===== src/rtl/unified_mem_arbiter_pkg.sv =====
// Shared types and constants for the unified instruction/data memory arbiter.
package mem_arb_pkg;

  typedef enum logic [1:0] {
    IDLE    = 2'd0,
    WAIT_IF = 2'd1,
    WAIT_DM = 2'd2,
    RESP    = 2'd3
  } arb_state_e;

  localparam logic [2:0] FETCH_FUNCT3 = 3'b010;

  localparam logic GNT_IF = 1'b0;
  localparam logic GNT_DM = 1'b1;

  function automatic logic is_wait(arb_state_e s);
    return (s == WAIT_IF) || (s == WAIT_DM);
  endfunction

endpackage


===== src/rtl/arb_sat_counter.sv =====
// Saturating up-counter with synchronous clear; holds at LIMIT.
// One-cycle update latency; clear has priority over increment.
module arb_sat_counter #(
  parameter int WIDTH = 4,
  parameter int LIMIT = 15
) (
  input  logic             clk,
  input  logic             rst,
  input  logic             clr_i,
  input  logic             inc_i,
  output logic [WIDTH-1:0] cnt_o,
  output logic             at_limit_o
);

  localparam logic [WIDTH-1:0] LIM = WIDTH'(LIMIT);

  logic [WIDTH-1:0] cnt_q;
  logic [WIDTH-1:0] cnt_d;

  always_comb begin
    cnt_d = cnt_q;
    if (clr_i) begin
      cnt_d = '0;
    end else if (inc_i && (cnt_q != LIM)) begin
      cnt_d = cnt_q + WIDTH'(1);
    end
  end

  always_ff @(posedge clk) begin
    if (rst) begin
      cnt_q <= '0;
    end else begin
      cnt_q <= cnt_d;
    end
  end

  assign cnt_o      = cnt_q;
  assign at_limit_o = (cnt_q == LIM);

endmodule


===== src/rtl/unified_mem_arbiter.sv =====
// Arbitrates one single-port memory between fetch and load/store: issue, wait-for-ack, respond.
// Data port has priority; fetch is forced through after STARVE_MAX back-to-back data grants.
module unified_mem_arbiter
  import mem_arb_pkg::*;
#(
  parameter int ADDR_W      = 8,
  parameter int DATA_W      = 32,
  parameter int STARVE_MAX  = 4,
  parameter int TIMEOUT_CYC = 15
) (
  input  logic              clk,
  input  logic              rst,
  input  logic              if_req,
  input  logic [ADDR_W-1:0] if_addr,
  input  logic              if_flush,
  output logic              if_ready,
  output logic [DATA_W-1:0] if_rdata,
  input  logic              dm_req,
  input  logic              dm_we,
  input  logic [ADDR_W-1:0] dm_addr,
  input  logic [DATA_W-1:0] dm_wdata,
  input  logic [2:0]        dm_funct3,
  output logic              dm_ready,
  output logic [DATA_W-1:0] dm_rdata,
  output logic              mem_en,
  output logic              mem_we,
  output logic [ADDR_W-1:0] mem_addr,
  output logic [DATA_W-1:0] mem_wdata,
  output logic [2:0]        mem_funct3,
  input  logic              mem_ack,
  input  logic [DATA_W-1:0] mem_rdata,
  output logic              err
);

  localparam int SW = $clog2(STARVE_MAX + 1);
  localparam int WW = $clog2(TIMEOUT_CYC);

  arb_state_e state_q, state_d;

  logic              mem_en_q,     mem_en_d;
  logic              mem_we_q,     mem_we_d;
  logic [ADDR_W-1:0] mem_addr_q,   mem_addr_d;
  logic [DATA_W-1:0] mem_wdata_q,  mem_wdata_d;
  logic [2:0]        mem_funct3_q, mem_funct3_d;
  logic              if_ready_q,   if_ready_d;
  logic [DATA_W-1:0] if_rdata_q,   if_rdata_d;
  logic              dm_ready_q,   dm_ready_d;
  logic [DATA_W-1:0] dm_rdata_q,   dm_rdata_d;
  logic              err_q,        err_d;
  logic              drop_q,       drop_d;

  logic          if_eff;
  logic          gnt_any;
  logic          gnt_sel;
  logic          starve_max;
  logic          wait_lim;
  logic          drop_now;
  logic          timeout;
  logic [SW-1:0] starve_cnt;
  logic [WW-1:0] wait_cnt;

  // A fetch raised together with a flush is stale and never competes.
  always_comb begin
    if_eff   = if_req & ~if_flush;
    gnt_any  = (state_q == IDLE) & (dm_req | if_eff);
    gnt_sel  = (if_eff & (~dm_req | starve_max)) ? GNT_IF : GNT_DM;
    drop_now = drop_q | if_flush;
    timeout  = is_wait(state_q) & ~mem_ack & wait_lim;
  end

  arb_sat_counter #(
    .WIDTH (SW),
    .LIMIT (STARVE_MAX)
  ) u_starve_cnt (
    .clk        (clk),
    .rst        (rst),
    .clr_i      (gnt_any & ((gnt_sel == GNT_IF) | ~if_req)),
    .inc_i      (gnt_any & (gnt_sel == GNT_DM) & if_req),
    .cnt_o      (starve_cnt),
    .at_limit_o (starve_max)
  );

  arb_sat_counter #(
    .WIDTH (WW),
    .LIMIT (TIMEOUT_CYC - 1)
  ) u_wait_cnt (
    .clk        (clk),
    .rst        (rst),
    .clr_i      (gnt_any),
    .inc_i      (is_wait(state_q) & ~mem_ack),
    .cnt_o      (wait_cnt),
    .at_limit_o (wait_lim)
  );

  always_ff @(posedge clk) begin
    if (rst) begin
      state_q <= IDLE;
    end else begin
      state_q <= state_d;
    end
  end

  always_comb begin
    state_d = state_q;
    case (state_q)
      IDLE: begin
        if (gnt_any) begin
          state_d = (gnt_sel == GNT_IF) ? WAIT_IF : WAIT_DM;
        end
      end
      WAIT_IF: begin
        if (mem_ack) begin
          state_d = drop_now ? IDLE : RESP;
        end else if (wait_lim) begin
          state_d = RESP;
        end
      end
      WAIT_DM: begin
        if (mem_ack || wait_lim) begin
          state_d = RESP;
        end
      end
      RESP:    state_d = IDLE;
      default: state_d = IDLE;
    endcase
  end

  always_comb begin
    mem_en_d     = 1'b0;
    mem_we_d     = mem_we_q;
    mem_addr_d   = mem_addr_q;
    mem_wdata_d  = mem_wdata_q;
    mem_funct3_d = mem_funct3_q;
    if_ready_d   = 1'b0;
    if_rdata_d   = if_rdata_q;
    dm_ready_d   = 1'b0;
    dm_rdata_d   = dm_rdata_q;
    err_d        = err_q | timeout;
    drop_d       = 1'b0;

    if (gnt_any) begin
      mem_en_d = 1'b1;
      if (gnt_sel == GNT_IF) begin
        mem_we_d     = 1'b0;
        mem_addr_d   = if_addr;
        mem_wdata_d  = '0;
        mem_funct3_d = FETCH_FUNCT3;
      end else begin
        mem_we_d     = dm_we;
        mem_addr_d   = dm_addr;
        mem_wdata_d  = dm_wdata;
        mem_funct3_d = dm_funct3;
      end
    end

    case (state_q)
      WAIT_IF: begin
        drop_d = drop_now & ~mem_ack & ~wait_lim;
        if (mem_ack) begin
          if (!drop_now) begin
            if_ready_d = 1'b1;
            if_rdata_d = mem_rdata;
          end
        end else if (wait_lim) begin
          if_ready_d = 1'b1;
          if_rdata_d = '0;
        end
      end
      WAIT_DM: begin
        if (mem_ack) begin
          dm_ready_d = 1'b1;
          dm_rdata_d = mem_we_q ? '0 : mem_rdata;
        end else if (wait_lim) begin
          dm_ready_d = 1'b1;
          dm_rdata_d = '0;
        end
      end
      default: ;
    endcase
  end

  always_ff @(posedge clk) begin
    if (rst) begin
      mem_en_q     <= 1'b0;
      mem_we_q     <= 1'b0;
      mem_addr_q   <= '0;
      mem_wdata_q  <= '0;
      mem_funct3_q <= '0;
      if_ready_q   <= 1'b0;
      if_rdata_q   <= '0;
      dm_ready_q   <= 1'b0;
      dm_rdata_q   <= '0;
      err_q        <= 1'b0;
      drop_q       <= 1'b0;
    end else begin
      mem_en_q     <= mem_en_d;
      mem_we_q     <= mem_we_d;
      mem_addr_q   <= mem_addr_d;
      mem_wdata_q  <= mem_wdata_d;
      mem_funct3_q <= mem_funct3_d;
      if_ready_q   <= if_ready_d;
      if_rdata_q   <= if_rdata_d;
      dm_ready_q   <= dm_ready_d;
      dm_rdata_q   <= dm_rdata_d;
      err_q        <= err_d;
      drop_q       <= drop_d;
    end
  end

  assign mem_en     = mem_en_q;
  assign mem_we     = mem_we_q;
  assign mem_addr   = mem_addr_q;
  assign mem_wdata  = mem_wdata_q;
  assign mem_funct3 = mem_funct3_q;
  assign if_ready   = if_ready_q;
  assign if_rdata   = if_rdata_q;
  assign dm_ready   = dm_ready_q;
  assign dm_rdata   = dm_rdata_q;
  assign err        = err_q;

endmodule

===== config.mk =====
export PLATFORM = sky130hd
export DESIGN_NAME = unified_mem_arbiter
export DESIGN_NICKNAME = d
export VERILOG_FILES = /design/src/rtl/unified_mem_arbiter_pkg.sv /design/src/rtl/arb_sat_counter.sv /design/src/rtl/unified_mem_arbiter.sv
export SDC_FILE = /design/constraint.sdc
export NUM_CORES = 1
export LEC_CHECK = 0
export ABC_AREA = 0
export ABC_CLOCK_PERIOD_IN_PS = 1900
export BUFFER_PORTS_ARGS = -buffer_cell sky130_fd_sc_hd__clkbuf_2
export CAP_MARGIN = 20
export CORE_ASPECT_RATIO = 2
export CORE_MARGIN = 4
export CORE_UTILIZATION = 46
export CTS_CLUSTER_DIAMETER = 40
export DETAILED_ROUTE_END_ITERATION = 10
export PLACE_DENSITY = 0.78
export SLEW_MARGIN = 20
export SYNTH_ARGS = -nofsm -noshare
export SYNTH_HDL_FRONTEND = slang
export SYNTH_SLANG_ARGS = --single-unit

===== constraint.sdc =====
create_clock -name clk -period 1.9 [get_ports clk]
set_input_delay 0.19 -clock clk [delete_from_list [all_inputs] [get_ports clk]]
set_output_delay 0.19 -clock clk [all_outputs]
set_load 0.1 [all_outputs]

==> results.md <==
- The congestion estimate from routability-driven global placement came to about 0.8.
- Row generation in the floorplan step produced between 40 and 50 rows.
- The first global-routing pass estimated ~20000 um of wire.
- TritonCTS built the clock tree.
- The worst-case clock buffer depth is 2.
- The biggest area contributor in the post-synthesis netlist is sky130_fd_sc_hd__dfxtp_1.
- The worst path arrival time is roughly 2 ns.
- The number of warnings printed during yosys synthesis is 0.
- For this design, the sink count on the clock tree is between 100 and 150.
- The instance count of the mapped netlist is 380.
- The via-per-instance ratio is ~5.3.
- The master cell of the clock root buffer is sky130_fd_sc_hd__clkbuf_16.
- The die is 144 um tall.
- The number of failing hold endpoints at the final stage is 0.
- Sequential cells account for between 20% and 30% of the total power.
- The period utilization is between 90% and 100%.
- The upper clock frequency limit is slightly below 600 MHz.
- The measured slew at the worst slew-check pin is roughly 0.57 ns.
- The worst path needs approximately 1.7 ns of the cycle, external delays included.
- Pin placement for this block handled 202 I/O pins.
- The worst hold path endpoint is mem_funct3[0].
- The synthesized design contains 122 register bits.
- The die extent in x is around 76 um.
- The number of routed nets with antenna violations is 0.
- The worst register-to-register path ends at mem_funct3[2].
- The clock latency reported for the late side of the worst-skew pair is approximately 0.40 ns.
- The area of the die is between 0.01 and 0.015 sq mm.
- The final layout contains 712 nets.
- In the final timing run, aggregate negative setup slack is 0 ns.
- The switching share of power is between 40% and 50%.
- The max-capacitance violation count is 0.
- The number of flops mapped to enable cells by yosys is 0.
- The first detailed-routing pass took 4 iterations.
- The clock tree synthesis step divided the H-tree into 4 levels.
- The met3 track utilization from global routing is ~8.6%.
- The flow ran to the end, and the final reports show no timing, DRC or antenna violations.
- The area of the core is 0.00901 sq mm.
- The repair_antennas step left the layout with diodes totalling 0.
- The beginning of the worst hold path is dm_funct3[0].
- The initial utilization of the core area, before any placement, comes to 47.2%.
- Setup repair after global routing left no endpoint under its margin.
- Total power for the finished layout comes to ~11 mW.
- After routing the design area is ~0.0063 sq mm.
- The number of antenna violations at the first check in global routing is 0.
- Counting every net in the synthesized netlist gives between 400 and 500.
- The sum of net half-perimeters after detailed placement is 8380 um.
- The kind of critical path is flop to flop.
- OpenSTA, run right after detailed placement, puts the worst setup slack at around 0.12 ns.
- VDD sags by at most approximately 1.3 mV.
- The fraction of power consumed by combinational cells is slightly above 40%.
- The total congestion overflow is 0.
- The average instance in the mapped netlist occupies ~11 sq um.
- The kind of end point of the critical path is a flop.
- Clock-pin slew was measured on the worst setup and hold paths at roughly 0.060 ns.
- The class of the most critical hold timing path is input port to flop.
- The count of distinct cell types in the synthesized netlist is 45.
- The layout overhead on the synthesized area is 47.6%.
- Ranked by instance count, the synthesized netlist is headed by sky130_fd_sc_hd__dfxtp_1 (122), sky130_fd_sc_hd__a22o_1 (67), sky130_fd_sc_hd__nor2_1 (48).
- Entering global routing, the biggest net connects 46 pins.
- In this run the post-CTS setup repair buffer count came out at 0.
- The internal portion of total power is between 5 and 6 mW.
- Of the post-synthesis cell area, the dominant cell type holds approximately 57%.
- The number of global-route vias before repair was around 4200.
- In this run the power spent charging and discharging nets is 4.99 mW.
- The detailed router finished its first iteration with between 100 and 150 violations.
- The area after detailed placement is ~0.0053 sq mm.
- Sequential elements use ~57% of the synthesized area.
- The final worst-path setup slack is ~0.18 ns.
- Dividing the detail-routed wire length by the instance count gives roughly 17 um.
- Global routing consumed, on the met2 layer, about two fifths of the routing resources.
- Global routing consumed, over all layers together, 22.8% of the routing resources.
- The busiest layer in global routing is met2.
- The number of clock buffers added by TritonCTS is 17.
- At the worst endpoint, the required time is 2.24 ns.
- The post-route netlist has 40.8% of its cells at a drive strength greater than 1.
- The number of cells on the worst reg-to-reg path is 6.
- The most used flip-flop cell after synthesis is sky130_fd_sc_hd__dfxtp_1.
- The max-slew violation total from the final report is 0.
- The setup-violating endpoint count in the final report is 0.
- The analysis attributes to cell leakage a power of between 2 and 3 nW.
- The final clock skew is about 0.0092 ns.
- The maximum fanout along the worst path is 27.
- The residual DRC count is 0.
- The post-synth design cell area is 0.00425 sq mm.
- The launch point of the critical path is state_q[1].
- The post-synthesis async set-or-reset flop share is 0%.
- The number of port buffers is between 200 and 250.
- After synthesis, the cell types taking the most area are sky130_fd_sc_hd__dfxtp_1 (57%), sky130_fd_sc_hd__a22o_1 (14%), sky130_fd_sc_hd__a22oi_1 (5.6%), sky130_fd_sc_hd__nor2_1 (4.2%), sky130_fd_sc_hd__mux2i_1 (2.1%).
- Power spread over the standard cell area amounts to roughly 1700 mW/mm^2.
- The worst setup path is launched from a flop.
- The met1 usage in global routing is 22.9%.
- The library cell with the highest instance count after synthesis is sky130_fd_sc_hd__dfxtp_1.
- In this run the critical register-to-register path is launched from state_q[1].
- The worst register-to-register path has a setup slack of 0.18 ns.
- The number of stages on the worst hold path is 2.
- The sum of routed wire length over all layers is around 13000 um.
- The worst slew margin relative to its limit is about 62%.
- The total via count after detailed routing is 3900.
- The clock network is responsible for 29.8% of the overall power.
-- state kept, by name, indices dropped and copies added, names as in the netlist --
signal	cells
dm_rdata	32
if_rdata	32
mem_wdata	32
mem_addr	8
u_wait_cnt.cnt_o	4
mem_funct3	3
u_starve_cnt.cnt_o	3
state_q	2
dm_ready	1
drop_q	1
err	1
if_ready	1
mem_en	1
mem_we	1
-- metal layers --
layer	up-vias	wire [um]
met5	-	0
met4	0	246
met3	22	977
met2	199	6940
met1	1824	4330
li1	1855	-
-- layout by cell type (no fill, tap or decap), types with 2 or more instances in the layout --
master,n
sky130_fd_sc_hd__ha_1,7
sky130_fd_sc_hd__and3_1,3
sky130_fd_sc_hd__a22o_1,67
sky130_fd_sc_hd__clkinv_2,3
sky130_fd_sc_hd__dlygate4sd3_1,32
sky130_fd_sc_hd__mux2i_1,9
sky130_fd_sc_hd__clkinvlp_4,3
sky130_fd_sc_hd__nand2_1,12
sky130_fd_sc_hd__nor2_1,48
sky130_fd_sc_hd__buf_12,4
sky130_fd_sc_hd__clkbuf_16,17
sky130_fd_sc_hd__bufinv_16,3
sky130_fd_sc_hd__a22oi_1,32
sky130_fd_sc_hd__a21oi_1,2
sky130_fd_sc_hd__xnor2_1,4
sky130_fd_sc_hd__clkbuf_2,201
sky130_fd_sc_hd__clkinv_4,4
sky130_fd_sc_hd__a31oi_1,2
sky130_fd_sc_hd__o21ai_1,9
sky130_fd_sc_hd__nand3_1,2
sky130_fd_sc_hd__inv_1,9
sky130_fd_sc_hd__dfxtp_1,122
sky130_fd_sc_hd__o21ai_0,2
sky130_fd_sc_hd__buf_4,6
-- repair_timing --
action / CTS / global route
setup endpoints to repair: 0 / 1
resized for setup: 0 / 1
endpoints found under the hold margin: 32 / 0
hold buffers: 32 / 0
-- worst max path at each step --
stage,endpoint,slack (ns),cells past startpoint
4_1_cts,state_q[0],0.10,6
5_1_grt,mem_funct3[2],0.13,6
3_5_place_dp,state_q[0],0.12,6
6_report,mem_funct3[2],0.18,6
3_3_place_gp,state_q[0],0.27,6
2_1_floorplan,dm_rdata[10],0.23,3
-- power groups by stage --
stage	clock, mW	combinational [mW]	sequential (mW)
final	3.26	4.46	3.23
after CTS	3.33	4.45	3.22
after global routing	3.45	4.63	3.27
after global placement	0	4.31	3.25
after detailed placement	0	4.38	3.26
after floorplan	0	1.02	5.88
-- area by class of cell --
type / instances / area (sq um)
Timing Repair Buffer: 243 / 1450
Clock inverter: 14 / 171
Fill cell: 668 / 2740
Tap cell: 102 / 128
Clock buffer: 18 / 439
Multi-Input combinational cell: 222 / 1610
Inverter: 9 / 33.8
Sequential cell: 122 / 2440
-- kinds of logic after synthesis --
| kind of cell | after synthesis | synth area share (%) |
|---|---|---|
| buffers and inverters | 36 | 4.85 |
| multiplexers | 10 | 2.38 |
| XOR/XNOR | 4 | 0.824 |
| flip-flops | 122 | 57.4 |
| AND/OR/NAND/NOR | 78 | 8.74 |
| adder cells (fa/ha/maj) | 7 | 2.06 |
| AO/OA/AOI/OAI | 123 | 23.7 |
-- worst max-delay path: stages, from the launching register on --
cell and delay, ns:
sky130_fd_sc_hd__dfxtp_1 0.33, sky130_fd_sc_hd__inv_1 0.10, sky130_fd_sc_hd__ha_1 0.35, sky130_fd_sc_hd__o211ai_2 0.19
sky130_fd_sc_hd__nor2_4 0.28, sky130_fd_sc_hd__buf_12 0.21, sky130_fd_sc_hd__a22o_1 0.18
-- per-stage QoR --
stage | cells | utilization (%) | hold WS [ns]
floorplan | 380 | - | 0.315
global placement | 666 | 59.2 | 0.400
detailed placement | 666 | 59.2 | 0.403
CTS | 730 | 69.6 | 0.000908
global route | 730 | 69.7 | 0.00100
finish | 730 | 69.7 | 0.00814
Note: power is estimated with default switching activity, not from simulation.
